### config.mk
export PLATFORM = sky130hd
export DESIGN_NAME = tube_field
export DESIGN_NICKNAME = d
export VERILOG_FILES = /design/src/rtl/tube_field.sv
export SDC_FILE = /design/constraint.sdc
export NUM_CORES = 1
export LEC_CHECK = 0
export ABC_AREA = 1
export ABC_CLOCK_PERIOD_IN_PS = 5050
export CAP_MARGIN = 20
export CORE_AREA = 2 2 133 135
export DETAILED_ROUTE_END_ITERATION = 6
export DIE_AREA = 0 0 135 137
export GPL_TIMING_DRIVEN = 0
export HOLD_SLACK_MARGIN = 0.05
export SKIP_LAST_GASP = 1
export SLEW_MARGIN = 20
export SYNTH_ARGS = -nofsm -noshare
export SYNTH_HDL_FRONTEND = slang
export SYNTH_SLANG_ARGS = --single-unit
### constraint.sdc
create_clock -name clk -period 5.05 [get_ports clk]
set_input_delay 1.515 -clock clk [delete_from_list [all_inputs] [get_ports clk]]
set_output_delay 1.515 -clock clk [all_outputs]
set_load 0.02 [all_outputs]
### src/rtl/tube_field.sv
// tube_field: scrolling tube-column obstacle generator for the tube game.
// Tubes scroll left on each RUN tick and wrap to the back with a fresh LFSR gap.
// Emits a one-cycle pass pulse and a saturating score when a tube clears BIRD_X.
// Optional macro TUBE_SPEEDUP_EN: speed rises by one at each score multiple of 8,
// capped at MAX_SPEED; without it the speed is fixed at SPEED.
module tube_field #(
  parameter int unsigned NUM_TUBES = 4,
  parameter int unsigned XW        = 11,
  parameter int unsigned SCREEN_W  = 640,
  parameter int unsigned SCREEN_H  = 480,
  parameter int unsigned SPACING   = 200,
  parameter int unsigned TUBE_W    = 60,
  parameter int unsigned GAP_MIN   = 80,
  parameter int unsigned GAP_H     = 120,
  parameter int unsigned BIRD_X    = 160,
  parameter int unsigned SPEED     = 2,
  parameter int unsigned MAX_SPEED = 6,
  parameter logic [15:0] LFSR_SEED = 16'hACE1
) (
  input  logic                    clk,
  input  logic                    rst,
  input  logic                    tick_i,
  input  logic                    start_i,
  input  logic                    freeze_i,
  output logic [NUM_TUBES*XW-1:0] tube_x_o,
  output logic [NUM_TUBES*9-1:0]  gap_y_o,
  output logic                    pass_o,
  output logic [7:0]              score_o,
  output logic                    running_o
);

  localparam int unsigned GW  = 9;
  localparam int unsigned XW1 = XW + 1;
  localparam logic [15:0]   LFSR_MASK = 16'hB400;
  localparam logic [XW-1:0] WRAP_ADD  = XW'(NUM_TUBES * SPACING);
  localparam logic [XW-1:0] SPEED_X   = XW'(SPEED);
  localparam logic [XW:0]   TUBE_W_X  = XW1'(TUBE_W);
  localparam logic [XW:0]   BIRD_X_X  = XW1'(BIRD_X);

  // Reject parameter sets that break wrap spacing, x range or gap geometry.
  if ((SPACING <= MAX_SPEED) || (SCREEN_W + NUM_TUBES * SPACING >= (1 << XW)) ||
      (GAP_MIN + 128 + GAP_H > SCREEN_H) || (GAP_MIN + 32 * NUM_TUBES > 511)) begin : g_bad_cfg
    $error("tube_field: invalid parameter set");
  end

  typedef enum logic [1:0] {S_IDLE, S_RUN, S_FROZEN} state_e;

  state_e          state_q, state_d;
  logic [XW-1:0]   x_q   [NUM_TUBES];
  logic [XW-1:0]   x_d   [NUM_TUBES];
  logic [GW-1:0]   gap_q [NUM_TUBES];
  logic [GW-1:0]   gap_d [NUM_TUBES];
  logic [15:0]     lfsr_q, lfsr_d;
  logic [7:0]      score_q, score_d;
  logic            pass_q, pass_d;
  logic            running_q, running_d;
  logic            any_pass;
  logic [XW-1:0]   speed;

`ifdef TUBE_SPEEDUP_EN
  localparam logic [XW-1:0] MAX_SPEED_X = XW'(MAX_SPEED);
  logic [XW-1:0] speed_q, speed_d;

  // Current scroll speed, bumped on score milestones.
  always_ff @(posedge clk or posedge rst) begin
    if (rst) speed_q <= SPEED_X;
    else     speed_q <= speed_d;
  end
  assign speed = speed_q;
`else
  assign speed = SPEED_X;
`endif

  function automatic logic [XW-1:0] init_x(input int unsigned i);
    return XW'(SCREEN_W + i * SPACING);
  endfunction

  function automatic logic [GW-1:0] init_gap(input int unsigned i);
    return GW'(GAP_MIN + 32 * i);
  endfunction

  // State register and all output-facing registers.
  always_ff @(posedge clk or posedge rst) begin
    if (rst) begin
      state_q <= S_IDLE;
      for (int unsigned i = 0; i < NUM_TUBES; i++) begin
        x_q[i]   <= init_x(i);
        gap_q[i] <= init_gap(i);
      end
      lfsr_q    <= LFSR_SEED;
      score_q   <= 8'd0;
      pass_q    <= 1'b0;
      running_q <= 1'b0;
    end else begin
      state_q   <= state_d;
      x_q       <= x_d;
      gap_q     <= gap_d;
      lfsr_q    <= lfsr_d;
      score_q   <= score_d;
      pass_q    <= pass_d;
      running_q <= running_d;
    end
  end

  // Next-state, scrolling, wrap, pass detection and scoring.
  always_comb begin
    state_d  = state_q;
    x_d      = x_q;
    gap_d    = gap_q;
    lfsr_d   = lfsr_q;
    score_d  = score_q;
    pass_d   = 1'b0;
    any_pass = 1'b0;
`ifdef TUBE_SPEEDUP_EN
    speed_d  = speed_q;
`endif
    case (state_q)
      S_IDLE: begin
        if (start_i) state_d = S_RUN;
      end
      S_RUN: begin
        if (freeze_i) begin
          state_d = S_FROZEN;
        end else if (tick_i) begin
          for (int unsigned i = 0; i < NUM_TUBES; i++) begin
            if (x_q[i] < speed) begin
              x_d[i]   = x_q[i] + WRAP_ADD - speed;
              gap_d[i] = GW'(GAP_MIN) + GW'(lfsr_q[6:0]);
            end else begin
              x_d[i] = x_q[i] - speed;
              if ((XW1'(x_q[i]) + TUBE_W_X > BIRD_X_X) &&
                  (XW1'(x_d[i]) + TUBE_W_X <= BIRD_X_X))
                any_pass = 1'b1;
            end
          end
          lfsr_d = {1'b0, lfsr_q[15:1]} ^ (lfsr_q[0] ? LFSR_MASK : 16'h0000);
          if (any_pass) begin
            pass_d = 1'b1;
            if (score_q != 8'hFF) begin
              score_d = score_q + 8'd1;
`ifdef TUBE_SPEEDUP_EN
              if ((score_d[2:0] == 3'd0) && (speed_q < MAX_SPEED_X))
                speed_d = speed_q + XW'(1);
`endif
            end
          end
        end
      end
      S_FROZEN: begin
        if (start_i) begin
          state_d = S_RUN;
          for (int unsigned i = 0; i < NUM_TUBES; i++) begin
            x_d[i]   = init_x(i);
            gap_d[i] = init_gap(i);
          end
          score_d = 8'd0;
`ifdef TUBE_SPEEDUP_EN
          speed_d = SPEED_X;
`endif
        end
      end
      default: state_d = S_IDLE;
    endcase
    running_d = (state_d == S_RUN);
  end

  // Pack per-tube registers onto the flat output buses.
  for (genvar g = 0; g < NUM_TUBES; g++) begin : g_pack
    assign tube_x_o[g*XW +: XW] = x_q[g];
    assign gap_y_o[g*GW +: GW]  = gap_q[g];
  end

  assign pass_o    = pass_q;
  assign score_o   = score_q;
  assign running_o = running_q;

endmodule

==> run summary, run 1 <==
Outcome: complete, no violations
Ant. Diodes: 0
Worst Setup Path Type: primary input to register
Asr flop ratio synth: 100.0%
Primary FF master, synth: dfrtp_1
CP max FO: 10
CP Capture Type: register
Layout Cells excl Fill: 1098
Yosys synthesis warning count: 0
Placement Setup Slack: 1.098 ns
Rows: 48
Most numerous cell in the Yosys netlist: nand2_1
TritonCTS clock tree: done
MaxCap Viol Count: 0
Vias in the first global route: 5021
Clock Pin Slew Worst Setup and Hold Paths: 0.08 ns
Synth top area cells: dfrtp_1, nand2_1, dfstp_2
Final ANT Viol Nets: 0
Syn-to-layout area delta: 25.87%
Post-layout minimum cycle time: 3.510 ns
DP Wirelength: 11560 um
Static Leak: 0.003425 uW
GPL Wtd Cong: 0.8241
Setup TNS: 0 ns
Routed wire length: 15550 um
Die Ht: 137 um
Post-Syn Instances: 763
CTS root buf: clkbuf_16
Cell accounting for the most synthesized area: dfrtp_1
Post-Place Cells: 1082
Initial antenna violation count: 0
Fin nets: 887
Clk_skew: 0.01183 ns
Pin count of the biggest net entering global routing: 64
All-layer global routing usage: 17.29%
Hold Fails Final Rpt: 0
Maximum vdd ir drop: 281.7 uV
CP required: 5.25 ns
Inserted Clock Buffers: 9
Post-synthesis cell area: 0.005837 mm2
Upper clock frequency limit: 0.2849 GHz
CTS H-tree depth: 3
I/O pin cnt: 95
Hold crit path type: register to register
Via density: 4.788
Clock Sinks: 100
Crit path DAT: 3.71 ns
Fraction of layout cells with a size suffix above 1: 12.26%
Number of buffers inserted by port buffering: 86
Worst slew pin tran: 0.6992 ns
Syn avg cell area: 7.650 um2
Slew Viols, Final: 0
Distinct cells, synth: 44
# DRC: 0
EDFF count, synth: 0
Die area: 0.01850 mm2
Clock Path Buffers: 2
CTS Hold Buffers Added: 0
Clock latency on the worst-skew pair: 0.36 ns
Initial detailed-routing violation count: 327
Core area: 0.01706 mm2
Final period util: 69.50%
Final Setup Violations: 0
Die Wd: 135 um
Gr ovfl total: 0
Commonest cells post-synth: nand2_1, inv_1, dfrtp_1
Seq cells post-synth: 100
Pwr dens: 663.8 mW/mm2
Post-synth top area share: 29.58%
Cts repair resizes: 0
Unrepaired setup endpoints after global routing: no
Slew HR: 53.21%
Worst setup SP type: primary input
First-pass GRT wire length: 25280 um
Post-synthesis sequential area ratio: 43.54%
Setup bufs post-CTS: 0
WL/cell: 14.16 um
Via count: 5257
Core Util, Final: 43.08%
PnR worst setup slack: 1.540 ns
Initial Utilization: 34.22%
Drt pass-1 iters: 4
[sequential cells by signal, summed over array words and instances (netlist names)]
name       cells
gap_y_o       32
lfsr_q        16
pass_o         1
running_o      1
score_o        8
state_q        2
tube_x_o      40
[where the power goes]
| group | internal (uW) | switching, uW | total, uW |
|---|---|---|---|
| clock | 357 | 367 | 724 |
| combinational | 1050 | 1610 | 2660 |
| sequential | 1180 | 314 | 1500 |
| total | 2590 | 2290 | 4880 |
[layout make-up]
class	count	area, um2
Fill cell	1761	9709
Clock buffer	9	225.2
Inverter	82	312.8
Timing Repair Buffer	87	888.4
Sequential cell	100	2541
Buffer	26	136.4
Multi-Input combinational cell	562	2878
Clock inverter	7	83.83
Tap cell	225	281.5
[worst max-delay path: stages]
cell	delay [ns]
clkdlybuf4s50_1	0.43
inv_1	0.08
nand2_1	0.08
nor2_1	0.55
nor2_2	0.22
inv_2	0.17
clkbuf_1	0.50
o22ai_1	0.15
[kinds of logic (layout without fill, tap and decap cells)]
kind of cell | after synthesis | after routing | share of synthesized area (%)
other cells | 1 | 8 | 0.06425
fa+ha+maj | 14 | 14 | 3.001
simple gates | 403 | 403 | 30.83
xor+xnor | 20 | 20 | 3.387
flops | 100 | 100 | 43.54
compound gates | 115 | 115 | 11.19
mux | 2 | 2 | 0.3858
buf+inv | 108 | 211 | 7.610
[through the flow]
step | cell area (um2) | power (uW) | hold slack [ns]
5_1_grt | 7347 | 5298 | 0.4982
4_1_cts | 7347 | 4918 | 0.4734
6_report | 7347 | 4877 | 0.4653
2_1_floorplan | 5863 | 3250 | 0.4422
3_5_place_dp | 7038 | 4172 | 0.4583
3_3_place_gp | 7005 | 4139 | 0.4535
[layout by cell type (no fill, tap or decap), types with 7 or more instances in the layout]
cell type,Yosys,layout
a21oi_1,13,13
buf_4,8,8
clkbuf_1,16,16
clkbuf_16,0,9
clkdlybuf4s50_1,0,86
conb_1,1,8
dfrtp_1,69,69
dfstp_2,31,31
ha_1,14,14
inv_1,73,72
inv_2,9,9
nand2_1,241,241
nand2_2,13,13
nand3_1,36,36
nand4_1,22,22
nor2_1,63,63
nor2_2,8,8
o21ai_0,64,64
o21ai_1,7,7
o22ai_1,11,11
o32ai_1,7,7
xor2_1,12,12
[layer usage]
metal	routed length, um	up-vias	track usage [%]
met2	7190	97	27.75
met5	0	-	0
met3	600	17	2.667
met4	240	0	6.134
li1	-	2670	-
met1	7520	2473	23.76
[path summary, 6_finish.rpt]
kind / end / slack (ns) / depth (start not counted) / start
hold reg to reg: lfsr_q[15] / 0.47 / 2 / lfsr_q[15]
max in group asynchronous: tube_x_o[26] / 2.83 / 3 / rst
setup / recovery: tube_x_o[31] / 1.54 / 8 / freeze_i
hold / removal: lfsr_q[15] / 0.47 / 2 / lfsr_q[15]
setup reg to reg: score_o[1] / 2.39 / 17 / tube_x_o[12]
min in group asynchronous: gap_y_o[9] / 1.52 / 2 / rst
Power figures use the tool's default switching activity.
==> run 2: changes to the inputs <==
--- a/config.mk
+++ b/config.mk
@@ -6,7 +6,7 @@
 export NUM_CORES = 1
 export LEC_CHECK = 0
 export ABC_AREA = 1
-export ABC_CLOCK_PERIOD_IN_PS = 5050
+export ABC_CLOCK_PERIOD_IN_PS = 2950
 export CAP_MARGIN = 20
 export CORE_AREA = 2 2 133 135
 export DETAILED_ROUTE_END_ITERATION = 6
==> constraint.sdc (replaced) <==
create_clock -name clk -period 2.95 [get_ports clk]
set_input_delay 0.885 -clock clk [delete_from_list [all_inputs] [get_ports clk]]
set_output_delay 0.885 -clock clk [all_outputs]
set_load 0.02 [all_outputs]
==> run summary, run 2 (same netlist as run 1, synthesis figures left out) <==
Hold Crit Depth: 2 (unchanged)
HP Start: lfsr_q[15] (unchanged)
Final period util: 90.04%
DP Wirelength: 11730 um (was 11560 um)
Drt pass-1 iters: 5 (was 4)
Vias in the first global route: 4964 (was 5021)
Syn-to-layout area delta: 26.73% (was 25.87%)
Upper clock frequency limit: 0.3765 GHz
Static Leak: 0.003444 uW (was 0.003425 uW)
CP Capture Type: register (unchanged)
Initial antenna violation count: 0 (unchanged)
I/O pin cnt: 95 (unchanged)
CP cell instances: clkdlybuf4s50_1, inv_1, nand2_1, nor2_2, nor2_2, inv_2, clkbuf_1, o32ai_1 (was clkdlybuf4s50_1, inv_1, nand2_1, nor2_1, nor2_2, inv_2, clkbuf_1, o22ai_1)
Hold Fails Final Rpt: 0 (unchanged)
Crit path DAT: 2.86 ns (was 3.71 ns)
TritonCTS clock tree: done (unchanged)
Die Wd: 135 um (unchanged)
R2R depth: 15 (was 17)
Max FFs per register: 40 (unchanged)
Gr ovfl total: 0 (unchanged)
Hold Path Sink: lfsr_q[15] (unchanged)
First-pass GRT wire length: 25010 um (was 25280 um)
Via count: 5244 (was 5257)
Clock Pin Slew Worst Setup and Hold Paths: 0.08 ns (about the same)
Initial detailed-routing violation count: 298 (was 327)
MaxCap Viol Count: 0 (unchanged)
Most Frequent Cell on Critical Path: nor2_2
Pwr dens: 1130 mW/mm2 (was 663.8 mW/mm2)
Max incr delay on CP: 0.49 ns (was 0.55 ns)
Unrepaired setup endpoints after global routing: no (unchanged)
Cts repair resizes: 0 (unchanged)
Ant. Diodes: 0 (unchanged)
Hold_ws: 0.4695 ns (was 0.4653 ns)
Outcome: complete, no violations (unchanged)
Slew HR: 52.47% (was 53.21%)
CP max FO: 10 (unchanged)
Inserted Clock Buffers: 9 (unchanged)
Number of buffers inserted by port buffering: 86 (unchanged)
# DRC: 0 (unchanged)
Slew Viols, Final: 0 (unchanged)
Clock Path Buffers: 2 (unchanged)
Die Ht: 137 um (unchanged)
Placement Setup Slack: -0.3495 ns (was 1.098 ns)
CP required: 3.16 ns (was 5.25 ns)
CTS Hold Buffers Added: 0 (unchanged)
Worst slew pin tran: 0.7129 ns (was 0.6992 ns)
Worst Setup Path Type: primary input to register (unchanged)
Clock latency on the worst-skew pair: 0.37 ns (was 0.36 ns)
Die area: 0.01850 mm2 (unchanged)
WL/cell: 14.04 um (was 14.16 um)
Rows: 48 (unchanged)
PnR worst setup slack: 0.2940 ns (was 1.540 ns)
CTS root buf: clkbuf_16 (unchanged)
All-layer global routing usage: 17.16% (was 17.29%)
Buf/Inv on CP: 4 (unchanged)
Final Setup Violations: 0 (unchanged)
GPL Wtd Cong: 0.8438 (was 0.8241)
Clk_skew: 0.01686 ns (was 0.01183 ns)
Slowest cell on crit path: clkbuf_1 (was nor2_1)
R2R Path End: score_o[6] (was score_o[1])
Setup bufs post-CTS: 0 (unchanged)
Clock Sinks: 100 (unchanged)
Fraction of layout cells with a size suffix above 1: 12.80% (was 12.26%)
CTS H-tree depth: 3 (unchanged)
Initial Utilization: 34.22% (unchanged)
FF-to-FF setup slack: 0.33 ns (was 2.39 ns)
Fin nets: 889 (was 887)
Maximum vdd ir drop: 453.8 uV (was 281.7 uV)
Commonest non-fill, non-tap cell in the layout: nand2_1 (unchanged)
Hold crit path type: register to register (unchanged)
Pin count of the biggest net entering global routing: 32 (was 64)
Reg-to-reg startpoint: tube_x_o[23] (was tube_x_o[12])
Core area: 0.01706 mm2 (unchanged)
Final ANT Viol Nets: 0 (unchanged)
Post-layout minimum cycle time: 2.656 ns
Via density: 4.767 (was 4.788)
Worst setup SP type: primary input (unchanged)
Routed wire length: 15450 um (was 15550 um)
Most frequent cells in the layout: nand2_1, clkdlybuf4s50_1, inv_1 (unchanged)
Top delay family on crit path: buffers and inverters (unchanged)
[run 2: changes by cell type in the layout (fill, tap and decap cells not counted)]
cell / change
dfrtp_2: +1
xnor2_2: +1
buf_12: +2
nor2_1: -1
xnor2_1: -1
nor2_2: +1
clkinvlp_4: +1
inv_6: -1
dfrtp_1: -1
[run 2: worst max path at each step]
stage | start | endpoint | slack [ns] | depth (start not counted)
after floorplan | tube_x_o[12] | score_o[6] | 0.54 | 17
after global placement | freeze_i | tube_x_o[27] | -0.34 | 8
after detailed placement | freeze_i | tube_x_o[27] | -0.35 | 8
after CTS | freeze_i | tube_x_o[27] | 0.05 | 8
after global routing | tube_x_o[12] | score_o[6] | 0.01 | 17
final | freeze_i | tube_x_o[27] | 0.29 | 8
[run 2: cell type report]
class	instances	area (um2)
clock inverter	7	83.83
inverter	82	311.5
fill	1728	9659
sequential	100	2542
tap	225	281.5
clock buffer	9	225.2
buffer	26	136.4
multi-input combinational	562	2888
timing repair buffer	89	928.4
[run 2: power by group]
part	switching (uW)	leakage [uW]	internal, uW
clock network	627	0.000151	610
logic	2740	0.00205	1810
registers	549	0.00124	2030
total	3910	0.00344	4450
[run 2: per-stage QoR]
| step | std cells | util (%) | instance area [um2] | total power, uW | setup TNS, ns |
|---|---|---|---|---|---|
| 4_1_cts | 1100 | 43.30 | 7386 | 8414 | 0 |
| 6_report | 1100 | 43.37 | 7397 | 8361 | 0 |
| 3_3_place_gp | 1081 | 41.09 | 7009 | 7088 | -22.83 |
| 3_5_place_dp | 1084 | 41.49 | 7077 | 7144 | -5.533 |
| 2_1_floorplan | 770 | - | 5867 | 5564 | 0 |
| 5_1_grt | 1100 | 43.37 | 7397 | 9108 | 0 |
[run 2: routing by layer]
layer  vias to the layer above  share of wire (%)  track usage [%]
met5                         -                  0                0
met4                         0                1.7            4.803
met3                        15                4.4            3.778
met2                        99                 46            27.75
met1                      2456                 47            23.22
li1                       2674                  -                -
[run 2: worst register-to-register path, delay by kind of cell (launching register included)]
family | cells | cell delay (ns)
flip-flops | 1 | 0.41
AND/OR/NAND/NOR | 11 | 1.22
XOR/XNOR | 1 | 0.27
adder cells (fa/ha/maj) | 2 | 0.51
buffers and inverters | 1 | 0.12
==> run 3: changes to the inputs <==
--- a/config.mk
+++ b/config.mk
@@ -6,7 +6,7 @@
 export NUM_CORES = 1
 export LEC_CHECK = 0
 export ABC_AREA = 1
-export ABC_CLOCK_PERIOD_IN_PS = 2950
+export ABC_CLOCK_PERIOD_IN_PS = 2100
 export CAP_MARGIN = 20
 export CORE_AREA = 2 2 133 135
 export DETAILED_ROUTE_END_ITERATION = 6
==> constraint.sdc (replaced) <==
create_clock -name clk -period 2.1 [get_ports clk]
set_input_delay 0.63 -clock clk [delete_from_list [all_inputs] [get_ports clk]]
set_output_delay 0.63 -clock clk [all_outputs]
set_load 0.02 [all_outputs]
==> run summary, run 3 (same netlist as run 1, synthesis figures left out) <==
Crit path DAT: 2.51 ns (was 2.86 ns)
Worst Setup Path Type: register to register (was primary input to register)
Syn-to-layout area delta: 38.46% (was 26.73%)
Via count: 5482 (was 5244)
Inserted Clock Buffers: 9 (unchanged)
Unrepaired setup endpoints after global routing: yes (was no)
# DRC: 0 (unchanged)
CP required: 2.36 ns (was 3.16 ns)
Slew HR: 64.05% (was 52.47%)
Initial Utilization: 34.22% (unchanged)
Die area: 0.01850 mm2 (unchanged)
Final Cell Area: 0.008082 mm2 (was 0.007397 mm2)
I/O pin cnt: 95 (unchanged)
Pin count of the biggest net entering global routing: 33 (was 32)
Post-layout minimum cycle time: 2.255 ns
Commonest non-fill, non-tap cell in the layout: nand2_1 (unchanged)
Core area: 0.01706 mm2 (unchanged)
Drt pass-1 iters: 5 (unchanged)
Slew Viols, Final: 0 (unchanged)
WL/cell: 14.53 um (was 14.04 um)
Max FFs per register: 40 (unchanged)
Hold Crit Depth: 2 (unchanged)
Hold crit path type: register to register (unchanged)
Number of buffers inserted by port buffering: 86 (unchanged)
CTS H-tree depth: 3 (unchanged)
CTS root buf: clkbuf_16 (unchanged)
Die Ht: 137 um (unchanged)
Fraction of layout cells with a size suffix above 1: 25.94% (was 12.80%)
Final ANT Viol Nets: 0 (unchanged)
Vias in the first global route: 5223 (was 4964)
Most frequent cells in the layout: nand2_1, inv_1, o21ai_0, dfrtp_1, nor2_1 (was nand2_1, clkdlybuf4s50_1, inv_1)
Setup TNS: -1.237 ns (was 0 ns)
Rows: 48 (unchanged)
Via density: 4.847 (was 4.767)
Pwr dens: 1617 mW/mm2 (was 1130 mW/mm2)
Cell Area, Placed: 0.007167 mm2 (was 0.007077 mm2)
CTS Hold Buffers Added: 0 (unchanged)
Worst setup SP type: register (was primary input)
Clk_skew: 0.01575 ns (was 0.01686 ns)
GPL Wtd Cong: 0.8578 (was 0.8438)
Initial antenna violation count: 0 (unchanged)
Hold Fails Final Rpt: 0 (unchanged)
DP Wirelength: 11680 um (was 11730 um)
PnR worst setup slack: -0.1546 ns (was 0.2940 ns)
Violated checks: setup timing
Gr ovfl total: 0 (unchanged)
MaxCap Viol Count: 0 (unchanged)
R2R depth: 14 (was 15)
Die Wd: 135 um (unchanged)
Upper clock frequency limit: 0.4435 GHz
Pwr Total: 13070 uW (was 8361 uW)
All-layer global routing usage: 17.93% (was 17.16%)
Fin nets: 920 (was 889)
CP max FO: 8 (was 10)
CP Capture Type: register (unchanged)
Worst slew pin tran: 0.5393 ns (was 0.7129 ns)
Clock Pin Slew Worst Setup and Hold Paths: 0.08 ns (about the same)
Post-Place Cells: 1084 (unchanged)
Clock latency on the worst-skew pair: 0.37 ns (about the same)
Clock Path Buffers: 2 (unchanged)
First-pass GRT wire length: 26110 um (was 25010 um)
Initial detailed-routing violation count: 377 (was 298)
Layout Cells excl Fill: 1131 (was 1100)
Static Leak: 0.003919 uW (was 0.003444 uW)
Final period util: 107.4%
Clock Sinks: 100 (unchanged)
Maximum vdd ir drop: 727.6 uV (was 453.8 uV)
Ant. Diodes: 0 (unchanged)
Outcome: finished, violations left (was complete, no violations)
Final Setup Violations: 10 (was 0)
TritonCTS clock tree: done (unchanged)
Routed wire length: 16430 um (was 15450 um)
-- run 3: area by class of cell --
cell class,instances,area (um2)
tap,225,281.5
timing repair buffer,119,1151
inverter,82,329.1
buffer,26,162.7
fill,1656,8975
clock buffer,9,225.2
multi-input combinational,563,3291
sequential,100,2555
clock inverter,7,86.33
-- run 3: repair_timing --
action	CTS	global route
cloned	1	0
buffers inserted	17	13
endpoints found under the hold margin	0	0
setup endpoints to repair	121	79
pin swaps	11	26
gates resized for setup	69	96
-- run 3: path summary, 6_finish.rpt --
path	startpoint	endpoint	slack, ns
min in group asynchronous	rst	gap_y_o[9]	0.64
max in group asynchronous	rst	tube_x_o[20]	0.43
worst max-delay path	tube_x_o[24]	score_o[0]	-0.15
worst min register to register	lfsr_q[15]	lfsr_q[15]	0.46
worst max register to register	tube_x_o[24]	score_o[0]	-0.15
worst min-delay path	lfsr_q[15]	lfsr_q[15]	0.46
-- run 3: through the flow --
| step | hold WS, ns | util [%] | worst slack, ns |
|---|---|---|---|
| 6_report | 0.4636 | 47.38 | -0.1546 |
| 5_1_grt | 0.5021 | 47.38 | -0.2999 |
| 4_1_cts | 0.4676 | 45.28 | -0.1235 |
| 3_5_place_dp | 0.4565 | 42.02 | -0.9568 |
| 3_3_place_gp | 0.4534 | 41.62 | -1.019 |
| 2_1_floorplan | 0.4422 | - | -0.03296 |
-- run 3: layer usage --
metal / wire length [um] / up-vias / part of all wire, % / GRT usage [%]
met2: 7884 / 111 / 48 / 29.84
met5: 0 / - / 0 / 0
met1: 7753 / 2603 / 47 / 23.76
met3: 624 / 18 / 3.8 / 3.296
met4: 172 / 0 / 1.0 / 5.556
li1: - / 2750 / - / -
-- run 3: power by group --
part           total, uW  switching [uW]  internal, uW  leakage, uW
clock network       1780             912           869     0.000153
registers           3640             775          2860      0.00123
logic               7650            4470          3170      0.00254
-- run 3: critical path, cell delays in order (launching register included) --
cell and delay (ns):
dfrtp_2 0.43, inv_4 0.08, ha_4 0.16, buf_4 0.14
nand2_2 0.09, xor2_2 0.19, nand2_2 0.10, nand2_1 0.09
nand2_1 0.07, a21oi_2 0.20, nand4_4 0.15, nand3_4 0.16
nand3_4 0.13, nand2_1 0.09, nand2_1 0.05
